File: src/rtl/spi_flash_responder.sv
// SPI mode-0 responder emulating the read subset of a W25Q32-class flash
// (READ DATA 0x03, JEDEC ID 0x9F, READ STATUS-1 0x05) over an on-chip byte store.
module spi_flash_responder #(
  parameter int          ADDR_WIDTH = 22,
  parameter logic [7:0]  JEDEC_MFR  = 8'hEF,
  parameter logic [7:0]  JEDEC_TYPE = 8'h40,
  parameter logic [7:0]  JEDEC_CAP  = 8'h16,
  parameter logic [7:0]  STATUS1    = 8'h00
) (
  input  logic                  MCLK,
  input  logic                  nRESET,
  input  logic                  nCS,
  input  logic                  CLK,
  input  logic                  MOSI,
  output logic                  MISO,
  output logic                  MISO_OE,
  output logic [ADDR_WIDTH-1:0] MEMADDR,
  output logic                  MEMRD,
  input  logic [7:0]            MEMDATA,
  output logic                  BUSY
);

  typedef enum logic [2:0] {IDLE, CMD, ADDR, DATA, ID, STAT, IGNORE} state_t;

  state_t                state_r, state_n;
  logic                  ncs_meta_r, ncs_sync_r;
  logic                  sclk_meta_r, sclk_sync_r, sclk_prev_r;
  logic                  mosi_meta_r, mosi_sync_r;
  logic                  armed_r;
  logic [2:0]            bit_cnt_r;
  logic [4:0]            addr_cnt_r;
  logic [7:0]            rx_r, tx_r, pf_r;
  logic [ADDR_WIDTH-1:0] addr_sh_r;
  logic [1:0]            id_idx_r;
  logic                  memrd_d_r;
  logic                  rise_s, fall_s;
  logic [7:0]            rx_next_s, byte_src_s;
  logic [ADDR_WIDTH-1:0] addr_next_s;

  assign rise_s      = sclk_sync_r & ~sclk_prev_r;
  assign fall_s      = ~sclk_sync_r & sclk_prev_r;
  assign rx_next_s   = {rx_r[6:0], mosi_sync_r};
  assign addr_next_s = {addr_sh_r[ADDR_WIDTH-2:0], mosi_sync_r};

  // Next-state decode and selection of the byte that starts each output byte
  always_comb begin
    state_n    = state_r;
    byte_src_s = 8'h00;
    if (ncs_sync_r) begin
      state_n = IDLE;
    end else begin
      case (state_r)
        IDLE: begin
          if (armed_r) state_n = CMD;
          else         state_n = IDLE;
        end
        CMD: begin
          if (rise_s && bit_cnt_r == 3'd7) begin
            case (rx_next_s)
              8'h03:   state_n = ADDR;
              8'h9F:   state_n = ID;
              8'h05:   state_n = STAT;
              default: state_n = IGNORE;
            endcase
          end else begin
            state_n = CMD;
          end
        end
        ADDR: begin
          if (rise_s && addr_cnt_r == 5'd23) state_n = DATA;
          else                               state_n = ADDR;
        end
        default: state_n = state_r;
      endcase
    end
    case (state_r)
      DATA: byte_src_s = pf_r;
      ID: begin
        case (id_idx_r)
          2'd0:    byte_src_s = JEDEC_MFR;
          2'd1:    byte_src_s = JEDEC_TYPE;
          default: byte_src_s = JEDEC_CAP;
        endcase
      end
      STAT:    byte_src_s = STATUS1;
      default: byte_src_s = 8'h00;
    endcase
  end

  // State register, synchronizers, shifters and registered outputs
  always_ff @(posedge MCLK) begin
    if (!nRESET) begin
      state_r     <= IDLE;
      ncs_meta_r  <= 1'b0;
      ncs_sync_r  <= 1'b0;
      sclk_meta_r <= 1'b0;
      sclk_sync_r <= 1'b0;
      sclk_prev_r <= 1'b0;
      mosi_meta_r <= 1'b0;
      mosi_sync_r <= 1'b0;
      armed_r     <= 1'b0;
      bit_cnt_r   <= 3'd0;
      addr_cnt_r  <= 5'd0;
      rx_r        <= 8'h00;
      tx_r        <= 8'h00;
      pf_r        <= 8'h00;
      addr_sh_r   <= {ADDR_WIDTH{1'b0}};
      id_idx_r    <= 2'd0;
      memrd_d_r   <= 1'b0;
      MISO        <= 1'b0;
      MISO_OE     <= 1'b0;
      MEMADDR     <= {ADDR_WIDTH{1'b0}};
      MEMRD       <= 1'b0;
      BUSY        <= 1'b0;
    end else begin
      ncs_meta_r  <= nCS;
      ncs_sync_r  <= ncs_meta_r;
      sclk_meta_r <= CLK;
      sclk_sync_r <= sclk_meta_r;
      sclk_prev_r <= sclk_sync_r;
      mosi_meta_r <= MOSI;
      mosi_sync_r <= mosi_meta_r;
      state_r     <= state_n;
      BUSY        <= (state_n != IDLE);
      memrd_d_r   <= MEMRD;
      MEMRD       <= 1'b0;
      // After reset a transaction may only start once nCS has been seen high
      if (ncs_sync_r) armed_r <= 1'b1;
      else            armed_r <= armed_r;
      if (memrd_d_r) pf_r <= MEMDATA;
      else           pf_r <= pf_r;
      if (ncs_sync_r) begin
        MISO      <= 1'b0;
        MISO_OE   <= 1'b0;
        bit_cnt_r <= 3'd0;
      end else begin
        case (state_r)
          IDLE: begin
            bit_cnt_r  <= 3'd0;
            addr_cnt_r <= 5'd0;
            rx_r       <= 8'h00;
            addr_sh_r  <= {ADDR_WIDTH{1'b0}};
            id_idx_r   <= 2'd0;
            MISO_OE    <= 1'b0;
          end
          CMD: begin
            if (rise_s) begin
              rx_r      <= rx_next_s;
              bit_cnt_r <= bit_cnt_r + 3'd1;
            end else begin
              rx_r <= rx_r;
            end
          end
          ADDR: begin
            if (rise_s) begin
              addr_sh_r  <= addr_next_s;
              addr_cnt_r <= addr_cnt_r + 5'd1;
              if (addr_cnt_r == 5'd23) begin
                MEMADDR <= addr_next_s;
                MEMRD   <= 1'b1;
              end else begin
                MEMRD <= 1'b0;
              end
            end else begin
              addr_sh_r <= addr_sh_r;
            end
          end
          DATA, ID, STAT: begin
            if (fall_s) begin
              MISO_OE   <= 1'b1;
              bit_cnt_r <= bit_cnt_r + 3'd1;
              if (bit_cnt_r == 3'd0) begin
                MISO <= byte_src_s[7];
                tx_r <= {byte_src_s[6:0], 1'b0};
                if (state_r == ID) id_idx_r <= (id_idx_r == 2'd2) ? 2'd0 : id_idx_r + 2'd1;
                else               id_idx_r <= id_idx_r;
              end else begin
                MISO <= tx_r[7];
                tx_r <= {tx_r[6:0], 1'b0};
              end
              // Prefetch the next byte once the current one has fully shifted out
              if (state_r == DATA && bit_cnt_r == 3'd7) begin
                MEMADDR <= MEMADDR + {{(ADDR_WIDTH-1){1'b0}}, 1'b1};
                MEMRD   <= 1'b1;
              end else begin
                MEMRD <= 1'b0;
              end
            end else begin
              tx_r <= tx_r;
            end
          end
          default: MISO_OE <= 1'b0;
        endcase
      end
    end
  end

endmodule
File: config.mk
export PLATFORM = sky130hd
export DESIGN_NAME = spi_flash_responder
export DESIGN_NICKNAME = d
export VERILOG_FILES = /design/src/rtl/spi_flash_responder.sv
export SDC_FILE = /design/constraint.sdc
export NUM_CORES = 1
export LEC_CHECK = 0
export CAP_MARGIN = 20
export CELL_PAD_IN_SITES_DETAIL_PLACEMENT = 0
export CELL_PAD_IN_SITES_GLOBAL_PLACEMENT = 2
export CORE_MARGIN = 2
export CORE_UTILIZATION = 34
export DETAILED_ROUTE_END_ITERATION = 8
export PLACE_DENSITY_LB_ADDON = 0.08
export SETUP_SLACK_MARGIN = 0.1
export SLEW_MARGIN = 20
export SYNTH_ARGS = -nofsm -noshare
export SYNTH_HDL_FRONTEND = slang
export SYNTH_SLANG_ARGS = --single-unit
File: constraint.sdc
create_clock -name MCLK -period 2.47 [get_ports MCLK]
set_input_delay 0.494 -clock MCLK [delete_from_list [all_inputs] [get_ports MCLK]]
set_output_delay 0.494 -clock MCLK [all_outputs]
set_load 0.005 [all_outputs]
==> results.ini, run 1 <==
[status]
status=complete, no violations

[placed_design]
postPlaceCellArea_um2=4800
routabilityCongestion=0.780
port_buffers=38
dp_hpwl_um=7780
place_ws_ns=0.431
dp_cells=676

[sta]
tightest_slew_ns=0.641
fin_ws_ns=0.412
finalCritPeriodShare_pct=83.3
setup_viol=0
hold_viol=0
rsz0062_at_grt=no
finalSetupTns_ns=0
fmaxAchievable_mhz=486
holdWs_ns=0.431
drv_slew=0
skew_ns=0.0110
period_minus_slack_ns=2.06
slew_headroom_pct=57.1

[clock_network]
insertion_delay_ns=0.35
clk_path_buf_depth=2
htree_levels=3
cts_hold_buf=0
numCtsBuffers=9
path_clk_slew_ns=0.07
cts_tree=built
cts.sinks=91
post_cts_resized=0
root_buffer=clkbuf_16
cts_setup_buffers=0

[routing]
drt-pass1-iter-count=5
drc=0
drt_wl_total_um=11500
drt-initial-drc-count=202
vias=3774
via_per_inst=5.45
routedWlPerCell_um=16.6
antenna_left=0

[logic_synthesis]
synth-edff-count=0
syn_inst=503
synth-seq-area-share_pct=43.7
syn_area_per_cell_um2=8.28
synth_area_um2=4170
ys_ff_latch=91
synth-warning-count=0
synthFlopType=dfxtp_1
synthArstFlopShare_pct=0
synth_cell_type_count=57
syn-num-nets=521

[power_and_ir_drop]
pwr-share-comb_pct=3.8
p_int_mw=2.31
finalPower_mw=2.97
switching_power_mw=0.666
power_frac_seq_pct=49.9
power_density_nw_per_um2=585
p_leak_nw=1.73
p_sw_share_pct=22.4
ir_worst_vdd_v=0.000268
pwr-share-clk_pct=46.3

[grt]
grt_pass1_wl_um=19200
grt.total_usage_pct=18.6
overflow=0
antenna_found_initial=0
grt_pass1_vias=3729
grt_start_max_net_pins=47

[critical_path]
critPathRequiredTime_ns=2.71
start_kind=flop
cp.arrival_ns=2.30
critPathCaptureType=flop
path_class=flop to flop
path_max_fanout=23

[floorplan]
initial_core_util_pct=34.8
die_area_um2=13200
ios=39
die_w_um=115
coreArea_um2=12000
die_h_um=115
std_cell_rows=40

[worst_hold_path]
hp-class=flop to flop

[finish]
drive_gt1_share_pct=8.44
design_area_um2=5080
area_growth_pct=22.1
antenna_cells=0
finalNetCount=558
fillers=1202
final_cells=692
post-route-util_pct=42.5

[run]
drv_cap=0

==> kinds of logic (layout without fill, tap and decap cells) <==
family | after synthesis | count (layout) | share of synthesized area, %
DFF | 91 | 91 | 43.7
buffers and inverters | 43 | 85 | 3.94
xor gates and xnor gates | 3 | 3 | 0.631
adders and majority gates | 5 | 5 | 1.50
muxes | 12 | 12 | 2.91
AOI/OAI and AO/OA | 145 | 145 | 23.0
and+or+nand+nor | 204 | 204 | 24.3
==> critical path, cell delays in order, from the launching register on <==
cell	delay (ns)
dfxtp_1	0.38
ha_1	0.21
nand4b_1	0.14
o31a_1	0.32
or3_1	0.37
buf_12	0.18
o21a_1	0.18
o21a_1	0.17
==> registers in the layout, indices dropped and copies added, names as in the netlist <==
name / flops
MEMADDR: 22
pf_r: 8
MISO_OE: 1
armed_r: 1
sclk_meta_r: 1
sclk_sync_r: 1
state_r: 3
ncs_meta_r: 1
sclk_prev_r: 1
mosi_meta_r: 1
addr_cnt_r: 5
BUSY: 1
MISO: 1
rx_r: 7
tx_r: 7
memrd_d_r: 1
bit_cnt_r: 3
ncs_sync_r: 1
MEMRD: 1
addr_sh_r: 21
id_idx_r: 2
mosi_sync_r: 1
==> power by group through the flow <==
stage          clock network (mW)  registers, mW  logic (mW)
2_1_floorplan                   0           1.51      0.0648
3_3_place_gp                    0           1.52       0.113
3_5_place_dp                    0           1.52       0.114
4_1_cts                      1.42           1.48       0.114
5_1_grt                      1.47           1.48       0.124
6_report                     1.38           1.48       0.113
==> placed cells by master, fill, tap and decap left out, types with 4 or more instances in the layout <==
| cell type | n |
|---|---|
| o31a_1 | 6 |
| nor2b_1 | 6 |
| nor3_1 | 11 |
| a31oi_1 | 4 |
| buf_4 | 22 |
| nand3_1 | 16 |
| a22oi_1 | 26 |
| nor4_1 | 6 |
| a22o_1 | 4 |
| a21boi_0 | 4 |
| ha_1 | 5 |
| nand4_1 | 6 |
| and2_1 | 10 |
| mux2i_1 | 11 |
| clkbuf_16 | 9 |
| o22ai_1 | 7 |
| a21oi_1 | 45 |
| nand2_1 | 47 |
| dfxtp_1 | 91 |
| o21ai_0 | 18 |
| nand2b_1 | 12 |
| or3_1 | 6 |
| nor2_1 | 63 |
| inv_1 | 7 |
| o21a_1 | 9 |
| clkdlybuf4s50_1 | 38 |
==> cell type report <==
cell class / instances / area [um^2] / share of cell area [%]
repair buffers: 62 / 586 / 11.5
clock inverters: 4 / 51.3 / 1.01
multi-input cells: 369 / 2180 / 42.9
well taps: 147 / 184 / 3.62
flip-flops and latches: 91 / 1820 / 35.8
inverters: 7 / 26.3 / 0.517
clock buffers: 12 / 236 / 4.65
==> Yosys cell counts (all sizes together) (4+ instances only) <==
library cell,number,area (um^2)
dfxtp,91,1820
a31oi,4,25.0
nand2b,12,75.1
or3,6,37.5
nor2,64,243
nand2,47,176
o21ai,20,100
and2,10,62.6
buf,5,21.3
nor4,6,37.5
a22oi,26,195
nor2b,6,37.5
mux2i,11,110
a2111oi,4,37.5
o22ai,7,43.8
o31a,6,52.6
a22o,4,35.0
nand4,8,62.6
ha,5,62.6
a21boi,4,30.0
nand3,16,80.1
nor3,11,55.1
o21a,9,67.6
a21oi,45,225
clkbuf,31,116
inv,7,26.3
==> final timing paths <==
path                      start           to  slack [ns]  cells past startpoint
setup / recovery  addr_cnt_r[0]   MEMADDR[7]        0.41                      7
hold / removal      mosi_meta_r  mosi_sync_r        0.43                      1
setup reg to reg  addr_cnt_r[0]   MEMADDR[7]        0.41                      7
hold reg to reg     mosi_meta_r  mosi_sync_r        0.43                      1
==> layer usage <==
layer  routed length [um]  GRT usage [%]  up-vias
met3                  358           3.18       12
met1                 5540           24.8     1800
met5                    0              0        -
li1                     -              -     1892
met4                  208           7.80        0
met2                 5370           29.8       70
No activity file was read; power rests on OpenSTA's default activity.
==> inputs of run 2 (changes only) <==
CORE_UTILIZATION = 31   (was 34)
clock period = 1.8 ns   (was 2.47 ns; I/O delays follow)
==> run 2 against run 1 <==
Compared with the run above: the flow now finishes with violations (negative setup slack); global-route usage is 0.54 points lower; hold slack better by 0.0027 ns; clock-buffer cell count is 2 lower; die area is 9.3% higher; sequential power is 37% higher; via count is 7.4% higher; non-clock buffer count is 72 higher; worst setup slack worse by 0.46 ns; maximum frequency is 11% higher; clock skew is 0.0027 ns lower.
==> results.ini, run 2 (synthesis gave the netlist of run 1 again) <==
[routing]
drt_wl_total_um=12600
via_per_inst=5.11
drc=0
drt-pass1-iter-count=4
routedWlPerCell_um=15.9
vias=4053
antenna_left=0
drt-initial-drc-count=200

[clock_network]
cts_hold_buf=0
numCtsBuffers=9
clk_path_buf_depth=2
insertion_delay_ns=0.35
path_clk_slew_ns=0.07
root_buffer=clkbuf_16
cts_tree=built
htree_levels=3
cts.sinks=91

[grt]
antenna_found_initial=0
grt_pass1_wl_um=20600
grt.total_usage_pct=18.1
grt_start_max_net_pins=32
grt_pass1_vias=3988
overflow=0

[critical_path]
cp.arrival_ns=2.15
crit_buf_inv=1
reg2reg_from=bit_cnt_r[1]
crit_slowest_cell=or3_4
timing.rr.end=MEMADDR[17]
rrSetupSlack_ns=-0.05
path_class=flop to flop
worstPathCellList=ha_1, ha_2, nand4b_1, o31a_1, or3_4, buf_6, a21oi_1, o221a_2
cpPeakStageDelay_ns=0.39
critPathCaptureType=flop
path_max_fanout=9
critPathRequiredTime_ns=2.09
start_kind=flop
path_delay_family=simple AND/OR/NAND/NOR gates
rr_worst_depth=8

[sta]
finalSetupTns_ns=-0.191
finalCritPeriodShare_pct=103
period_minus_slack_ns=1.85
rsz0062_at_grt=yes
tightest_slew_ns=0.553
skew_ns=0.00825
setup_viol=6
fmaxAchievable_mhz=540
drv_slew=0
hold_viol=0
fin_ws_ns=-0.0529
holdWs_ns=0.433
slew_headroom_pct=62.7

[worst_hold_path]
hp-class=flop to flop
worstHoldStart=mosi_meta_r
min_to=mosi_sync_r
whs_path_depth=1

[status]
status=finished, violations left
failed_checks=negative setup slack

[floorplan]
initial_core_util_pct=31.6
std_cell_rows=42
ios=39
coreArea_um2=13200
die_h_um=120
die_w_um=120
die_area_um2=14400

[finish]
final_cell_mix=buf_4, dfxtp_1, nor2_1
area_growth_pct=45.9
post-route-util_pct=46.1
finalNetCount=630
layout_commonest_cell=buf_4
final_cells=793
drive_gt1_share_pct=29.5
largest_reg_flops=22
antenna_cells=0
top_regs=MEMADDR: 22 flops, addr_sh_r: 21 flops, pf_r: 8 flops
regMostFlops=MEMADDR

[power_and_ir_drop]
ir_worst_vdd_v=0.000405
finalPower_mw=4.20
p_leak_nw=2.35
power_density_nw_per_um2=691

[placed_design]
routabilityCongestion=0.777
dp_hpwl_um=8840
port_buffers=38
dp_cells=767

[run]
drv_cap=0

## run 2: changes by cell type in the layout (fill, tap and decap cells not counted), sizes merged
| cell | before | now |
|---|---|---|
| buf | 24 | 96 |
| clkdlybuf4s50 | 38 | 28 |
| dlymetal6s2s | 0 | 8 |
| clkbuf | 12 | 10 |
| dlygate4sd2 | 0 | 2 |
| inv | 7 | 9 |
| clkinv | 2 | 1 |
| clkinvlp | 1 | 2 |
## run 2: area by class of cell
type / instances / area, um^2
Clock buffer: 10 / 239
Clock inverter: 6 / 71.3
Fill cell: 1300 / 7110
Inverter: 7 / 31.3
Multi-Input combinational cell: 369 / 2430
Sequential cell: 91 / 1860
Tap cell: 176 / 220
Timing Repair Buffer: 134 / 1230
## run 2: worst max-delay path by stage
stage | cells after the start | from | slack, ns | end
3_3_place_gp | 7 | addr_cnt_r[1] | -0.14 | MEMADDR[17]
3_5_place_dp | 9 | addr_cnt_r[1] | -0.19 | MEMADDR[14]
2_1_floorplan | 8 | addr_cnt_r[1] | -0.03 | MEMADDR[2]
4_1_cts | 8 | addr_cnt_r[0] | -0.08 | MEMADDR[0]
5_1_grt | 7 | addr_cnt_r[0] | -0.18 | MEMADDR[11]
6_report | 8 | bit_cnt_r[1] | -0.05 | MEMADDR[17]
## run 2: repair_timing
| item | 4_1_cts | 5_1_grt |
|---|---|---|
| setup endpoints to repair | 32 | 55 |
| pin swaps | 20 | 8 |
| buffers inserted | 4 | 5 |
| resized for setup | 46 | 44 |
| cloned | 0 | 1 |
## run 2: metal layers
metal | track usage, % | share of wire [%] | vias to the layer above
met4 | 6.25 | 1.5 | 0
met5 | 0 | 0 | -
met2 | 30.4 | 49 | 51
li1 | - | - | 2037
met1 | 23.4 | 47 | 1953
met3 | 3.04 | 2.5 | 12
## run 2: power breakdown
part,internal (mW),total (mW),switching [mW]
sequential,2.02,2.03,0.00959
clock,1.13,1.97,0.843
combinational,0.0931,0.200,0.107
## run 2: metrics by stage
step                      setup WS, ns  instance area, um^2
final                          -0.0529                 6080
after global routing            -0.178                 6080
after CTS                      -0.0778                 5890
after detailed placement        -0.191                 5390
after global placement          -0.136                 5390
after floorplan                -0.0260                 4250
==> inputs of run 3 (changes only) <==
CAP_MARGIN = not set   (was 20)
==> results of run 3 <==
Same layout as run 2: the final DEF is identical, and so are final timing and power.
